===== config.mk =====
export PLATFORM = sky130hd
export DESIGN_NAME = mem_dump_tx
export DESIGN_NICKNAME = d
export VERILOG_FILES = /design/src/rtl/mem_dump_tx.sv
export SDC_FILE = /design/constraint.sdc
export NUM_CORES = 1
export LEC_CHECK = 0
export CORE_MARGIN = 3
export CORE_UTILIZATION = 45
export DETAILED_ROUTE_END_ITERATION = 10
export PLACE_DENSITY = 0.79
export SYNTH_ARGS = -nofsm -noshare
export SYNTH_HDL_FRONTEND = slang
export SYNTH_SLANG_ARGS = --single-unit

===== constraint.sdc =====
create_clock -name Clk -period 4.1 [get_ports Clk]
set_input_delay 0.82 -clock Clk [delete_from_list [all_inputs] [get_ports Clk]]
set_output_delay 0.82 -clock Clk [all_outputs]
set_load 0.01 [all_outputs]

===== src/rtl/mem_dump_tx.sv =====
// Streams a header byte, NumWords 32-bit memory words (LSB first) and a trailer byte over UART.
// Optional DUMP_CHECKSUM_EN inserts an XOR checksum of all data bytes before the trailer.
module mem_dump_tx #(
  parameter int unsigned Depth   = 1024,
  parameter int unsigned BaudDiv = 16,
  parameter logic [7:0]  HdrByte = 8'hAA,
  parameter logic [7:0]  TrlByte = 8'h55
) (
  input  logic        Clk,
  input  logic        Rst,
  input  logic        Start,
  input  logic [15:0] NumWords,
  output logic        mem_req,
  output logic [31:0] mem_addr,
  input  logic        mem_gnt,
  input  logic        mem_rvalid,
  input  logic [31:0] mem_rdata,
  output logic        TX,
  output logic        Busy,
  output logic        Done
);

  localparam int unsigned   IdxW     = (Depth > 1) ? $clog2(Depth) : 1;
  localparam logic [15:0]   BaudLast = 16'(BaudDiv - 1);
  localparam logic [IdxW-1:0] IdxLast = IdxW'(Depth - 1);

  typedef enum logic [2:0] {
    S_IDLE,
    S_HDR,
    S_REQ,
    S_WAIT,
    S_SEND,
    S_TRL,
`ifdef DUMP_CHECKSUM_EN
    S_FIN,
    S_CHK
`else
    S_FIN
`endif
  } state_t;

  state_t          state_q, state_d;
  logic [9:0]      sh_q, sh_d;
  logic [15:0]     baud_q, baud_d;
  logic [3:0]      bit_q, bit_d;
  logic [1:0]      byte_q, byte_d;
  logic [23:0]     data_q, data_d;
  logic [15:0]     words_q, words_d;
  logic [IdxW-1:0] idx_q, idx_d;
`ifdef DUMP_CHECKSUM_EN
  logic [7:0]      chk_q, chk_d;
`endif
  logic            tx_active;
  logic            byte_end;

  function automatic logic [9:0] frame(input logic [7:0] b);
    return {1'b1, b, 1'b0};
  endfunction

  always_comb begin
    tx_active = (state_q == S_HDR) || (state_q == S_SEND) || (state_q == S_TRL);
`ifdef DUMP_CHECKSUM_EN
    if (state_q == S_CHK) tx_active = 1'b1;
`endif
  end

  assign byte_end = tx_active && (baud_q == BaudLast) && (bit_q == 4'd9);
  assign TX       = tx_active ? sh_q[0] : 1'b1;
  assign mem_req  = (state_q == S_REQ);
  assign mem_addr = 32'(idx_q) << 2;
  assign Busy     = (state_q != S_IDLE);
  assign Done     = (state_q == S_FIN);

  always_comb begin
    state_d = state_q;
    sh_d    = sh_q;
    baud_d  = baud_q;
    bit_d   = bit_q;
    byte_d  = byte_q;
    data_d  = data_q;
    words_d = words_q;
    idx_d   = idx_q;
`ifdef DUMP_CHECKSUM_EN
    chk_d   = chk_q;
`endif

    // Bit timing runs in every byte-sending state; a new frame loads on byte_end.
    if (tx_active) begin
      if (baud_q == BaudLast) begin
        baud_d = '0;
        if (bit_q == 4'd9) begin
          bit_d = '0;
        end else begin
          bit_d = bit_q + 1'b1;
          sh_d  = {1'b1, sh_q[9:1]};
        end
      end else begin
        baud_d = baud_q + 1'b1;
      end
    end

    unique case (state_q)
      S_IDLE: begin
        if (Start) begin
          state_d = S_HDR;
          sh_d    = frame(HdrByte);
          words_d = NumWords;
          idx_d   = '0;
`ifdef DUMP_CHECKSUM_EN
          chk_d   = '0;
`endif
        end
      end
      S_HDR: begin
        if (byte_end) begin
          if (words_q != 16'd0) begin
            state_d = S_REQ;
          end else begin
`ifdef DUMP_CHECKSUM_EN
            state_d = S_CHK;
            sh_d    = frame(chk_q);
`else
            state_d = S_TRL;
            sh_d    = frame(TrlByte);
`endif
          end
        end
      end
      S_REQ: begin
        if (mem_gnt) state_d = S_WAIT;
      end
      S_WAIT: begin
        if (mem_rvalid) begin
          state_d = S_SEND;
          sh_d    = frame(mem_rdata[7:0]);
          data_d  = mem_rdata[31:8];
          byte_d  = '0;
          words_d = words_q - 1'b1;
          idx_d   = (idx_q == IdxLast) ? '0 : idx_q + 1'b1;
`ifdef DUMP_CHECKSUM_EN
          chk_d   = chk_q ^ mem_rdata[7:0] ^ mem_rdata[15:8]
                          ^ mem_rdata[23:16] ^ mem_rdata[31:24];
`endif
        end
      end
      S_SEND: begin
        if (byte_end) begin
          if (byte_q != 2'd3) begin
            sh_d   = frame(data_q[7:0]);
            data_d = {8'h00, data_q[23:8]};
            byte_d = byte_q + 1'b1;
          end else if (words_q != 16'd0) begin
            state_d = S_REQ;
          end else begin
`ifdef DUMP_CHECKSUM_EN
            state_d = S_CHK;
            sh_d    = frame(chk_q);
`else
            state_d = S_TRL;
            sh_d    = frame(TrlByte);
`endif
          end
        end
      end
`ifdef DUMP_CHECKSUM_EN
      S_CHK: begin
        if (byte_end) begin
          state_d = S_TRL;
          sh_d    = frame(TrlByte);
        end
      end
`endif
      S_TRL: begin
        if (byte_end) state_d = S_FIN;
      end
      S_FIN: begin
        state_d = S_IDLE;
      end
      default: state_d = S_IDLE;
    endcase
  end

  always_ff @(posedge Clk) begin
    if (Rst) begin
      state_q <= S_IDLE;
      sh_q    <= '1;
      baud_q  <= '0;
      bit_q   <= '0;
      byte_q  <= '0;
      data_q  <= '0;
      words_q <= '0;
      idx_q   <= '0;
`ifdef DUMP_CHECKSUM_EN
      chk_q   <= '0;
`endif
    end else begin
      state_q <= state_d;
      sh_q    <= sh_d;
      baud_q  <= baud_d;
      bit_q   <= bit_d;
      byte_q  <= byte_d;
      data_q  <= data_d;
      words_q <= words_d;
      idx_q   <= idx_d;
`ifdef DUMP_CHECKSUM_EN
      chk_q   <= chk_d;
`endif
    end
  end

endmodule

==> summary.md <==
| Metric | Value |
|---|---|
| Run status | `finished, final reports clean` |
| Rel. slew slack | `0.3395` |
| Worst Hold Margin | `458.4 ps` |
| Die height | `about 110 um` |
| Cell variety after synth | `71` |
| Die Area | `roughly 12000 um2` |
| Initial antenna violation count | `0` |
| Largest family of logic cells by synthesized area | `simple AND/OR/NAND/NOR gates` |
| Grt met2 use | `0.3271` |
| Routability cong. | `0.9196` |
| DR pass1 iterations | `5` |
| Hold depth | `1` |
| Slew Limit Fails | `0` |
| Vias in the first global route | `4266` |
| Met1 usage | `0.2858` |
| TritonCTS clock tree | `done` |
| Most frequent cells in the layout | `dfxtp_1, nand2_1, clkdlybuf4s50_1, nor2_1, nand3_1` |
| Multi-input logic area | `2904 um2` |
| Clk slew on worst S/H paths | `around 80 ps` |
| Reg-to-reg critical path startpoint | `state_q[0]` |
| Gr usage total | `0.2079` |
| Place WS | `around 940 ps` |
| Post-cts sizing count | `0` |
| GRT met3 Usage | `0.04135` |
| Clock root buffer | `clkbuf_8` |
| ANT nets after route | `0` |
| Least-Margin Pin Slew | `~980 ps` |
| Top FF cell, synth | `dfxtp_1` |
| Cells after synthesis | `between 500 and 600` |
| Global-route wire length before repair | `around 20 mm` |
| Fmax | `around 310 MHz` |
| Pwr dens | `~530 nW/um2` |
| Gr ovfl total | `0` |
| Overall power | `between 3 and 4 mW` |
| Multiplexer area fraction after synthesis | `0.03684` |
| RSZ-0062 raised after global routing | `false` |
| Grt peak-use layer | `met2` |
| Routed vias | `approximately 4.6k` |
| Largest net degree at the start of global routing | `42` |
| Period minus WS final | `approximately 3200 ps` |
| Final hold vios | `0` |
| Initial drt markers | `450` |
| Non-Filler Instances | `a little under 800` |
| Post-CTS Hold Buffers | `0` |
| Starting density of the core | `0.4675` |
| Complex-gate fraction of the synthesized area | `0.2044` |
| Post-DR wirelength/cell | `15.91 um` |
| Buffers added on ports | `66` |
| Fin crit share | `0.7858` |
| Crit path max fanout | `25` |
| Register Area | `around 1700 um2` |
| Ports | `89` |
| XOR/XNOR Fraction of Synth Area | `0.04477` |
| Clock Skews | `roughly 15 ps` |
| Synth-to-Final Area Change | `16.99%` |
| Setup violators final | `0` |
| Number of synthesized flops with an enable pin | `0` |
| # clock sinks | `85` |
| Vias/cell | `between 5 and 6` |
| Routed WL | `approximately 12 mm` |
| TNS Setup | `0 ps` |
| Max IR drop VDD | `~320 uV` |
| Arrival time worst endpoint | `2400 ps` |
| ANT cells | `0` |
| Commonest non-fill, non-tap cell in the layout | `dfxtp_1` |
| Crit path capture type | `output port` |
| Startpoint type of the worst setup path | `flop` |
| Post-Synth Adder-Cell Area | `0.01023` |
| Syn_area_per_cell | `roughly 8.2 um2` |
| Placed cell area | `between 5000 and 6000 um2` |
| MaxCap Viol Count | `0` |
| Worst hold start | `sh_q[9]` |
| R2r endpoint | `data_q[12]` |
| Clk buf depth | `2` |
| Leak | `approximately 2.0 nW` |
| Die W | `110.3 um` |
| CP Data Required Time | `3280 ps` |
| Fillers | `960` |
| Synth warnings | `0` |
| H-Tree Depth | `3` |
| Final nets | `696` |
| Clock buffer count from CTS | `9` |
| Row count | `37` |
| R2R depth | `5` |
| DP HPWL | `8.713 mm` |
| Reg2reg setup slack | `between 1000 and 1500 ps` |
| Hold Crit Class | `flop to flop` |
| Post-synthesis simple-gate area fraction | `0.2783` |
| DRC | `0` |
| Share of post-route cells with drive strength above 1 | `0.1009` |
| Mapped cell area | `4891 um2` |
| Final worst slack | `~900 ps` |
| Yosys reg bits | `85` |
| Post-route cell area | `around 5700 um2` |
| Core area | `around 10000 um2` |
| Post-synthesis async set-or-reset flop share | `0` |
| Clock Latency Late Sink | `about 370 ps` |
| Placed Cells | `roughly 760` |
| Core Util, Final | `0.5469` |
| Hold Path End | `sh_q[9]` |
| Sequential area share after synthesis | `0.3479` |
| Crit path kind | `flop to output port` |
| Postcts setup bufs | `0` |
-- routing by layer --
layer  vias up  part of all wire
met5         -                 0
met4         0             0.013
met3        15             0.079
met2       206              0.45
met1      2184              0.46
li1       2228                 -
-- cells in the mapped netlist, drive strengths merged, types with 10 or more instances --
master  instances  share of area
mux2i          18          0.037
clkbuf         25          0.019
a21oi          31          0.032
xor2           15          0.027
o221a          16          0.037
nor2           47          0.037
o211ai         12          0.018
xnor2          10          0.018
nor4           11          0.021
dfxtp          85           0.35
nor3           20          0.026
nand2          66          0.051
buf            36          0.051
nand3          40          0.045
o21ai          38          0.040
nand4          16          0.020
-- state kept, by name, indices dropped and copies added (netlist names) --
signal	cells
bit_q	4
data_q	24
words_q	16
byte_q	2
idx_q	10
state_q	3
baud_q	16
sh_q	10
-- report_power, final --
part	switching, mW	leakage (nW)	internal, mW
combinational	0.727	1.23	0.557
sequential	0.209	0.690	0.972
clock	0.312	0.0923	0.281
-- critical path: stages, from the launching register on --
cell	delay, ps
dfxtp_1	880
o21bai_2	310
or2_2	360
clkdlybuf4s50_1	480
-- how the worst max path moves through the flow --
stage / end / slack, ps / startpoint / cells past startpoint
5_1_grt: TX / 700 / state_q[0] / 3
6_report: TX / 880 / state_q[0] / 3
4_1_cts: Done / 880 / state_q[1] / 3
3_5_place_dp: data_q[12] / 940 / mem_rvalid / 6
2_1_floorplan: data_q[7] / 1870 / mem_rvalid / 7
3_3_place_gp: data_q[9] / 1000 / mem_rvalid / 6
-- cells by family after synthesis --
logic type	after synthesis
AOI/OAI and AO/OA	141
adders and majority gates	4
xor gates and xnor gates	25
and+or+nand+nor	250
muxes	18
buffers and inverters	70
DFF	85
other	1
-- area by class of cell --
class / count / share of cell area
Multi-Input combinational cell: 460 / 0.5075
Sequential cell: 85 / 0.2974
Timing Repair Buffer: 74 / 0.1260
Tap cell: 136 / 0.02974
Clock buffer: 10 / 0.02230
Clock inverter: 6 / 0.01115
Inverter: 9 / 0.005904
Power figures use the tool's default switching activity.
